File: src/rtl/svif_mbox_slave.sv
// Mailbox slave behind the svif arbiter: four 32-bit words, one per master,
// with programmable wait states, ack/err pulses and a saturating access count.
module svif_mbox_slave #(
  parameter int SLV_ID   = 0,
  parameter int WAIT_CYC = 2
) (
  input  logic        clk,
  input  logic        rst,
  input  logic        sel,
  input  logic        RW,
  input  logic [31:0] addr,
  input  logic [31:0] DataToSlave,
  output logic [31:0] DataFromSlave,
  output logic        ack,
  output logic        err,
  output logic        busy,
  output logic [15:0] acc_cnt
);

  localparam logic [2:0] IDLE = 3'd0;
  localparam logic [2:0] WAIT = 3'd1;
  localparam logic [2:0] ACK  = 3'd2;
  localparam logic [2:0] ERR  = 3'd3;
  localparam logic [2:0] HOLD = 3'd4;

  localparam logic [3:0] SLV   = SLV_ID[3:0];
  localparam logic [3:0] WINIT = WAIT_CYC[3:0];

  logic [2:0]  state;
  logic [2:0]  stateNxt;
  logic [3:0]  wcnt;
  logic        latRW;
  logic [31:0] latAddr;
  logic [31:0] latData;
  logic [31:0] mbox [4];

  logic        decOk;
  logic        same;
  logic        doAcc;
  logic        accRW;
  logic [1:0]  accIdx;
  logic [31:0] accData;

  assign decOk = (addr[31:16] == 16'hFFEF)
              && (addr[15:12] == SLV)
              && (addr[11:8]  == 4'h2)
              && (addr[7:6]   == 2'b00)
              && (addr[3:0]   == 4'h0);

  assign same = sel && (addr == latAddr);

  always_comb begin
    stateNxt = state;
    case (state)
      IDLE: begin
        if (sel) begin
          if (!decOk)          stateNxt = ERR;
          else if (WINIT == 0) stateNxt = ACK;
          else                 stateNxt = WAIT;
        end
      end
      WAIT: begin
        if (!same)             stateNxt = IDLE;
        else if (wcnt == 4'd1) stateNxt = ACK;
      end
      ACK:     stateNxt = HOLD;
      ERR:     stateNxt = HOLD;
      HOLD:    if (!same) stateNxt = IDLE;
      default: stateNxt = IDLE;
    endcase
  end

  // Zero-wait accesses commit straight from the bus, others from the latch.
  assign doAcc   = (stateNxt == ACK);
  assign accRW   = (state == IDLE) ? RW : latRW;
  assign accIdx  = (state == IDLE) ? addr[5:4] : latAddr[5:4];
  assign accData = (state == IDLE) ? DataToSlave : latData;

  always_ff @(posedge clk or negedge rst) begin
    if (!rst) begin
      state         <= IDLE;
      wcnt          <= '0;
      latRW         <= 1'b0;
      latAddr       <= '0;
      latData       <= '0;
      DataFromSlave <= '0;
      ack           <= 1'b0;
      err           <= 1'b0;
      busy          <= 1'b0;
      acc_cnt       <= '0;
      for (int i = 0; i < 4; i++) mbox[i] <= '0;
    end else begin
      state <= stateNxt;
      ack   <= (stateNxt == ACK);
      err   <= (stateNxt == ERR);
      busy  <= (stateNxt != IDLE);
      if (state == IDLE && sel) begin
        latRW   <= RW;
        latAddr <= addr;
        latData <= DataToSlave;
        if (decOk) wcnt <= WINIT;
      end else if (state == WAIT && same && wcnt != 4'd1) begin
        wcnt <= wcnt - 4'd1;
      end
      if (doAcc) begin
        if (accRW) mbox[accIdx] <= accData;
        else       DataFromSlave <= mbox[accIdx];
        if (acc_cnt != 16'hFFFF) acc_cnt <= acc_cnt + 16'd1;
      end
    end
  end

endmodule

File: config.mk
export PLATFORM = sky130hd
export DESIGN_NAME = svif_mbox_slave
export DESIGN_NICKNAME = d
export VERILOG_FILES = /design/src/rtl/svif_mbox_slave.sv
export SDC_FILE = /design/constraint.sdc
export NUM_CORES = 1
export LEC_CHECK = 0
export CAP_MARGIN = 20
export CORE_ASPECT_RATIO = 1.25
export CORE_UTILIZATION = 57
export DETAILED_ROUTE_END_ITERATION = 6
export HOLD_SLACK_MARGIN = 0.1
export PLACE_DENSITY = 0.81
export SETUP_SLACK_MARGIN = 0.5
export SKIP_LAST_GASP = 1
export SYNTH_ARGS = -nofsm -noshare
export SYNTH_HDL_FRONTEND = slang
export SYNTH_SLANG_ARGS = --single-unit
File: constraint.sdc
create_clock -name clk -period 3.8 [get_ports clk]
set_clock_uncertainty 0.05 [all_clocks]
set_input_delay 0.38 -clock clk [delete_from_list [all_inputs] [get_ports clk]]
set_output_delay 0.38 -clock clk [all_outputs]
set_load 0.01 [all_outputs]
==> results.cfg, run 1 <==
[timing]
worst_slew_pin_slew_ps = 744
slew_headroom_pct = 50.2
max_freq_mhz = 341
hold_ws_ps = 351
post-route-worst-setup-slack_ps = 868
fin_crit_ps = 2930
grt_setup_unrepaired = false
setup-tns-final_ps = 0
hold_viol_final = 0
finalSetupViolations = 0
fin_crit_sh_pct = 77.2
drv_slew = 0

[worst_setup_path]
reg2reg_slack_ps = 870
cp-start-kind = flop
critical_path_arrival_ps = 3270
cp-end-kind = flop
crit_fanout = 23
cp_data_required_time_ps = 4130
crit_type = flop to flop

[logic_synthesis]
async_reset_ff_share_pct = 100
yosys.area.top_type_share_pct = 54.4
yosys_warnings = 0
synth_cell_types = 41
synth_common_cells = nand2_1, dfrtp_1, mux2_2, clkbuf_1, and3_1
synthFlopType = dfrtp_1
synth_edf_count = 0
synth_cells = 1077
synth-seq-cells = 251
avgSynthCellArea_sq_um = 10.7
synth_most_common_cell = nand2_1
synth_nets = 1148
synth_top_area_cell = dfrtp_1
netlist_area_sq_mm = 0.0116
synthTopCellsByArea = dfrtp_1, mux2_2, nand2_1
seq_area_frac_synth_pct = 54.4

[floorplanning]
fp.coreArea_sq_mm = 0.0197
fp.dieH_microns = 161
start_util_pct = 58.7
fp.dieW_microns = 129
fp-row-count = 57
top_level_ports = 119
dieArea_sq_mm = 0.0209

[clocking]
clock-sinks = 251
root_buffer = clkbuf_16
cts_tree = done
htreeDepth = 1
post_cts_buffers = 0
clk_latency_ps = 520
clk_pin_slew_worst_paths_ps = 70
cts_buffers = 25
cts_resized = 0
cts_buffer_depth = 3

[pwr]
finalPower_mw = 7.91
p_leak_nw = 6.67
power.density_mw_per_mm2 = 567
vdd.ir_drop.worst_mv = 0.370

[placement]
dp.cells = 1427
numPortBuffers = 118
gp_congestion = 0.816
dp_hpwl_microns = 16500
placed_area_sq_mm = 0.0131
dp_slack_ps = 455

[global_routing]
antenna_found_initial = 0
grt_pass1_vias = 8775
track_usage_pct = 26.8
grt_max_degree = 98
grt_pass1_wl_microns = 44300
grt-ovfl-total = 0

[detailed_routing]
drtIter0Drc = 654
drc_errors = 0
vias_per_cell = 5.67
drtPass1Iterations = 7
vias = 8340
detail-route-antenna-nets = 0
wl_per_cell_microns = 17.8
drt-total-wl_microns = 26200

[cells_and_area]
fin_cells = 1470
drive_above_1_share_pct = 21.0
fillers = 1430
nets = 1261
syn_to_final_growth_pct = 20.8
utilization_pct = 70.9
final_cell_area_sq_mm = 0.0140
antenna_cells = 0

[run]
max_cap_violations = 0

[outcome]
status = finished, final reports clean

[worst_hold_path]
hold_class = input port to asynchronous set/reset pin
-- path summary, 6_finish.rpt --
check                                   startpoint                       to  cells past startpoint
min in group clk                   DataToSlave[26]  latData[26]$_DFFE_PN0P_                      3
setup / recovery            latAddr[4]$_DFFE_PN0P_    mbox[122]$_DFFE_PN0P_                      7
setup reg to reg            latAddr[4]$_DFFE_PN0P_    mbox[122]$_DFFE_PN0P_                      7
hold reg to reg            latData[26]$_DFFE_PN0P_  latData[26]$_DFFE_PN0P_                      2
max in group asynchronous                      rst     mbox[46]$_DFFE_PN0P_                      3
hold / removal                                 rst  latAddr[25]$_DFFE_PN0P_                      2
-- layout by cell type (no fill, tap or decap), types with 2 or more instances in the layout --
cell	instances
clkbuf_8	5
nor2b_1	7
buf_4	19
nand3b_1	2
xnor2_1	18
dfrtp_1	251
mux2i_4	2
a31oi_1	32
inv_1	13
buf_12	4
nor4_1	9
o21ai_0	8
or4_1	4
nand4b_1	5
nand2b_1	10
bufinv_16	2
nand3_1	13
clkdlybuf4s50_1	117
or3_1	5
nor3_1	13
a21oi_1	2
mux2_2	180
nand2_1	324
nand3_2	5
clkbuf_1	6
ha_1	3
nor4b_1	3
mux2i_1	3
o2111ai_1	2
clkinv_2	2
and3_1	34
mux2_1	16
nor2_1	14
nor3b_1	2
nand4_1	9
xor2_1	17
clkbuf_16	25
-- cell families (layout without fill, tap and decap cells) --
kind of cell               count (synthesis)  in the layout  share of synthesized area [%]
buffers and inverters                     69            197                           2.24
adders and majority gates                  3              3                          0.325
muxes                                    201            201                           19.5
and+or+nand+nor                          469            469                           18.2
xor gates and xnor gates                  35             35                           2.65
AOI/OAI and AO/OA                         49             49                           2.67
DFF                                      251            251                           54.4
-- flip-flops by register name, summed over array words and instances, names as in the netlist --
| signal | count |
|---|---|
| DataFromSlave | 32 |
| acc_cnt | 16 |
| ack | 1 |
| busy | 1 |
| err | 1 |
| latAddr | 32 |
| latData | 32 |
| latRW | 1 |
| mbox | 128 |
| state | 3 |
| wcnt | 4 |
-- report_power, final --
group	switching, mW	leakage [nW]	internal (mW)
Combinational	1.38	2.89	0.840
Sequential	0.232	3.38	3.02
Clock	0.995	0.397	1.44
Total	2.61	6.67	5.30
-- critical path, stage by stage (launching register included) --
cell and delay [ps]:
dfrtp_1 450, nand2b_1 160, o2111ai_1 110, or4_1 640, nor4_4 580, nand3_2 160, buf_4 290, mux2_1 360
-- timing repair --
item | 4_1_cts | 5_1_grt
hold buffers | 1 | 0
endpoints found under the setup margin | 0 | 0
hold endpoints to repair | 71 | 0
-- layout make-up --
| class | instances | area [sq um] | share of cell area, % |
|---|---|---|---|
| clock buffers | 36 | 717 | 5.13 |
| flip-flops and latches | 251 | 6280 | 45.0 |
| well taps | 265 | 332 | 2.37 |
| multi-input cells | 757 | 5070 | 36.3 |
| clock inverters | 6 | 90.1 | 0.645 |
| repair buffers | 142 | 1420 | 10.2 |
| inverters | 13 | 48.8 | 0.349 |
-- routing by layer --
layer / vias to the layer above / share of wire [%] / track usage [%]
met1: 4212 / 43 / 35.2
met4: 0 / 2.1 / 8.13
met3: 43 / 4.6 / 3.58
met5: - / 0 / 0
li1: 3878 / - / -
met2: 207 / 51 / 45.9
Power figures use the tool's default switching activity.
==> run 2, diff against run 1 <==
- CORE_UTILIZATION: 57 -> 52
- PLACE_DENSITY: 0.81 -> 0.78
- clock period: 3.8 -> 2.65 ns (I/O delays scaled with it)
==> results.cfg, run 2 (same netlist as run 1, synthesis figures left out) <==
[outcome]
status = finished, final reports clean

[worst_setup_path]
crit_slowest_cell = or4_4
crit_type = flop to flop
reg2reg_from = latAddr[6]$_DFFE_PN0P_
reg2reg_slack_ps = 200
crit_fanout = 14
cp_num_cells = 9
cp-end-kind = flop
path_delay_family = simple AND/OR/NAND/NOR gates
slowest_delay_ps = 560
cp.buffers_inverters = 3
cp-start-kind = flop
critical_path_arrival_ps = 2790
reg2reg_to = mbox[42]$_DFFE_PN0P_
r2r_cells = 9
cp_data_required_time_ps = 2990
timing.critical_path.mode_cell = buf_6
crit_chain = xnor2_2 > nand3_1 > or4_4 > nor4_4 > buf_6 > buf_6 > nand3_4 > buf_12 > mux2_2

[cells_and_area]
multi_input_area_sq_mm = 0.00537
ff_latch_area_sq_mm = 0.00628
fillers = 1587
drive_above_1_share_pct = 27.6
regMostFlops = mbox
syn_to_final_growth_pct = 28.8
layout_common_cells = nand2_1, dfrtp_1, mux2_2, clkdlybuf4s50_1, buf_4
final_common_cell = nand2_1
largest_register_ffs = 128
nets = 1312
antenna_cells = 0

[floorplanning]
fp.coreArea_sq_mm = 0.0217
fp-row-count = 60
fp.dieH_microns = 169
dieArea_sq_mm = 0.0228
top_level_ports = 119
start_util_pct = 53.3
fp.dieW_microns = 135

[pwr]
vdd.ir_drop.worst_mv = 0.917
finalPower_mw = 11.7
p_leak_nw = 7.08
power.density_mw_per_mm2 = 786

[timing]
worst_slew_pin_slew_ps = 784
hold_ws_ps = 244
post-route-worst-setup-slack_ps = 203
fin_crit_sh_pct = 92.3
max_freq_mhz = 409
hold_viol_final = 0
drv_slew = 0
slew_headroom_pct = 47.7
grt_setup_unrepaired = true
fin_crit_ps = 2450
finalSetupViolations = 0

[clocking]
cts_tree = done
clock-sinks = 251
clk_pin_slew_worst_paths_ps = 60
root_buffer = clkbuf_16
clk_latency_ps = 530
cts_buffers = 25
htreeDepth = 1
cts_buffer_depth = 3

[placement]
numPortBuffers = 118
dp_slack_ps = -193
gp_congestion = 0.880
dp_hpwl_microns = 18000

[global_routing]
antenna_found_initial = 0
grt_pass1_vias = 8926
grt_pass1_wl_microns = 46600
grt-ovfl-total = 0
grt_max_degree = 93
track_usage_pct = 25.9

[run]
max_cap_violations = 0

[detailed_routing]
drtIter0Drc = 427
drc_errors = 0
drtPass1Iterations = 4
vias = 8657
wl_per_cell_microns = 18.4
detail-route-antenna-nets = 0
drt-total-wl_microns = 28300
vias_per_cell = 5.64

[worst_hold_path]
hold_class = input port to asynchronous set/reset pin
## run 2: cell count changes in the layout (fill, tap and decap cells not counted), sizes merged
cell / delta
buf: +51
clkbuf: +3
clkinv: -1
inv: -1
## run 2: final cells by class
class | count | area share (%)
clock buffer | 39 | 5.03
tap | 279 | 2.35
multi-input combinational | 757 | 36.1
clock inverter | 4 | 0.471
sequential | 251 | 42.2
timing repair buffer | 193 | 13.6
inverter | 13 | 0.328
## run 2: through the flow
step / utilization (%) / cell area (sq um) / instances / setup TNS, ps
after floorplan: - / 11800 / 1077 / 0
after global placement: 63.1 / 13700 / 1481 / -18610
after detailed placement: 63.1 / 13700 / 1481 / -23710
after CTS: 68.2 / 14800 / 1531 / 0
after global routing: 68.6 / 14900 / 1536 / 0
final: 68.6 / 14900 / 1536 / 0
## run 2: power by group
part           switching [mW]  internal [mW]
Clock                    1.44           2.12
Combinational            2.10           1.38
Sequential              0.330           4.33
Total                    3.87           7.83
## run 2: worst max-delay path by stage
| stage | end | from | slack [ps] |
|---|---|---|---|
| global route | mbox[38]$_DFFE_PN0P_ | latAddr[6]$_DFFE_PN0P_ | 120 |
| floorplan | mbox[122]$_DFFE_PN0P_ | latAddr[9]$_DFFE_PN0P_ | 330 |
| detailed placement | mbox[65]$_DFFE_PN0P_ | addr[9] | -190 |
| finish | mbox[42]$_DFFE_PN0P_ | latAddr[6]$_DFFE_PN0P_ | 200 |
| global placement | mbox[65]$_DFFE_PN0P_ | addr[4] | -160 |
| CTS | acc_cnt[11]$_DFFE_PN0P_ | acc_cnt[0]$_DFFE_PN0P_ | 220 |
## run 2: worst register-to-register path, cell delays in order, from the launching register on
cell and delay [ps]:
dfrtp_1 400, xnor2_2 160, nand3_1 90, or4_4 560, nor4_4 180, buf_6 180, buf_6 120, nand3_4 90
buf_12 180, mux2_2 290
## run 2: what timing repair did
item,4_1_cts,5_1_grt
buffers inserted,4,5
hold buffers,1,0
hold endpoints to repair,86,0
pin swaps,13,8
resized for setup,49,12
endpoints found under the setup margin,233,235
gates cloned,2,0
## run 2: layer usage
| layer | share of wire, % | routed length [microns] | vias to the layer above | GRT usage (%) |
|---|---|---|---|---|
| met3 | 4.4 | 1250 | 55 | 2.99 |
| li1 | - | - | 4009 | - |
| met4 | 2.8 | 792 | 0 | 8.60 |
| met2 | 51 | 14600 | 212 | 45.3 |
| met1 | 41 | 11700 | 4381 | 33.3 |
| met5 | 0 | 0 | - | 0 |
==> run 3, diff against run 2 <==
- CORE_MARGIN: not set -> 3
==> results.cfg, run 3 (same netlist as run 1, synthesis figures left out) <==
[detailed_routing]
drt-total-wl_microns = 28700
wl_per_cell_microns = 18.7
vias = 8709
drtIter0Drc = 564
detail-route-antenna-nets = 0
drtPass1Iterations = 5
drc_errors = 0
vias_per_cell = 5.66

[worst_setup_path]
crit_fanout = 16
crit_chain = nand2b_1 > o2111ai_1 > or4_4 > nor4_4 > buf_6 > buf_12 > nand3_4 > buf_12 > mux2_2
crit_slowest_cell = or4_4
cp_data_required_time_ps = 3000
crit_type = flop to flop
cp-start-kind = flop
critical_path_arrival_ps = 2820
cp-end-kind = flop
timing.critical_path.mode_cell = buf_12
slowest_delay_ps = 590
reg2reg_slack_ps = 180

[clocking]
clock-sinks = 251
root_buffer = clkbuf_16
cts_tree = done
clk_pin_slew_worst_paths_ps = 60
cts_buffers = 25
clk_latency_ps = 530
htreeDepth = 1
cts_buffer_depth = 3

[pwr]
power.density_mw_per_mm2 = 784
p_leak_nw = 7.14
vdd.ir_drop.worst_mv = 0.734
finalPower_mw = 11.7

[cells_and_area]
regMostFlops = mbox
utilization_pct = 69.1
fin_cells = 1540
drive_above_1_share_pct = 28.6
largest_register_ffs = 128
syn_to_final_growth_pct = 29.7
nets = 1313
layout_common_cells = nand2_1, dfrtp_1, mux2_2, clkdlybuf4s50_1, buf_4
final_common_cell = nand2_1
antenna_cells = 0

[floorplanning]
fp.coreArea_sq_mm = 0.0217
fp-row-count = 60
dieArea_sq_mm = 0.0241
fp.dieW_microns = 139
top_level_ports = 119
start_util_pct = 53.3
fp.dieH_microns = 173

[timing]
slew_headroom_pct = 60.6
fin_crit_ps = 2470
setup-tns-final_ps = 0
fin_crit_sh_pct = 93.2
max_freq_mhz = 405
worst_slew_pin_slew_ps = 591
finalSetupViolations = 0
drv_slew = 0
grt_setup_unrepaired = true
hold_viol_final = 0
post-route-worst-setup-slack_ps = 179

[global_routing]
antenna_found_initial = 0
grt_pass1_wl_microns = 46400
grt_pass1_vias = 9053
grt_max_degree = 107
track_usage_pct = 23.2
grt-ovfl-total = 0

[placement]
dp.cells = 1474
dp_slack_ps = -213
dp_hpwl_microns = 17900
numPortBuffers = 118
gp_congestion = 0.877

[outcome]
status = finished, final reports clean

[worst_hold_path]
hold_class = input port to asynchronous set/reset pin

[run]
max_cap_violations = 0
## run 3: area by class of cell
| type | instances | area (sq um) |
|---|---|---|
| multi-input combinational | 757 | 5440 |
| clock inverter | 9 | 98.8 |
| inverter | 13 | 48.8 |
| tap | 279 | 349 |
| fill | 1523 | 6710 |
| sequential | 251 | 6280 |
| timing repair buffer | 194 | 2020 |
| clock buffer | 37 | 741 |
## run 3: final timing paths
| kind | from | end | depth (start not counted) |
|---|---|---|---|
| worst max register to register | latAddr[13]$_DFFE_PN0P_ | DataFromSlave[13]$_DFFE_PN0P_ | 9 |
| worst max-delay path | latAddr[13]$_DFFE_PN0P_ | DataFromSlave[13]$_DFFE_PN0P_ | 9 |
| min in group clk | DataToSlave[24] | latData[24]$_DFFE_PN0P_ | 3 |
| max in group asynchronous | rst | mbox[46]$_DFFE_PN0P_ | 3 |
| worst min-delay path | rst | latAddr[19]$_DFFE_PN0P_ | 2 |
| worst min register to register | latData[28]$_DFFE_PN0P_ | latData[28]$_DFFE_PN0P_ | 2 |
## run 3: report_power, final
group	internal, mW	switching (mW)
registers	4.33	0.329
logic	1.38	2.13
clock network	2.13	1.45
## run 3: metrics by stage
stage | area (sq um) | hold slack (ps)
floorplan | 11800 | -80.6
global placement | 13600 | 151
detailed placement | 13600 | 151
CTS | 14800 | 191
global route | 15000 | 220
finish | 15000 | 185
## run 3: what timing repair did
| item | CTS | global route |
|---|---|---|
| cloned | 3 | 0 |
| pin swaps | 33 | 8 |
| endpoints found under the setup margin | 197 | 204 |
| hold buffers | 1 | 0 |
| setup buffers | 8 | 8 |
| resized for setup | 52 | 19 |
| endpoints found under the hold margin | 150 | 0 |
## run 3: routing by layer
metal  share of wire [%]  wire (microns)  vias to the layer above  global-route usage [%]
met5                   0               0                        -                       0
met4                 2.5             719                        0                    7.38
met3                 4.0            1140                       53                    2.90
met2                  52           14900                      222                    41.0
met1                  42           11900                     4432                    29.9
li1                    -               -                     4002                       -
## run 3: critical path, delay by kind of cell (launching register included)
kind | cells | cell delay [ps]
and+or+nand+nor | 4 | 960
AOI/OAI and AO/OA | 1 | 150
buffers and inverters | 3 | 490
muxes | 1 | 280
DFF | 1 | 400
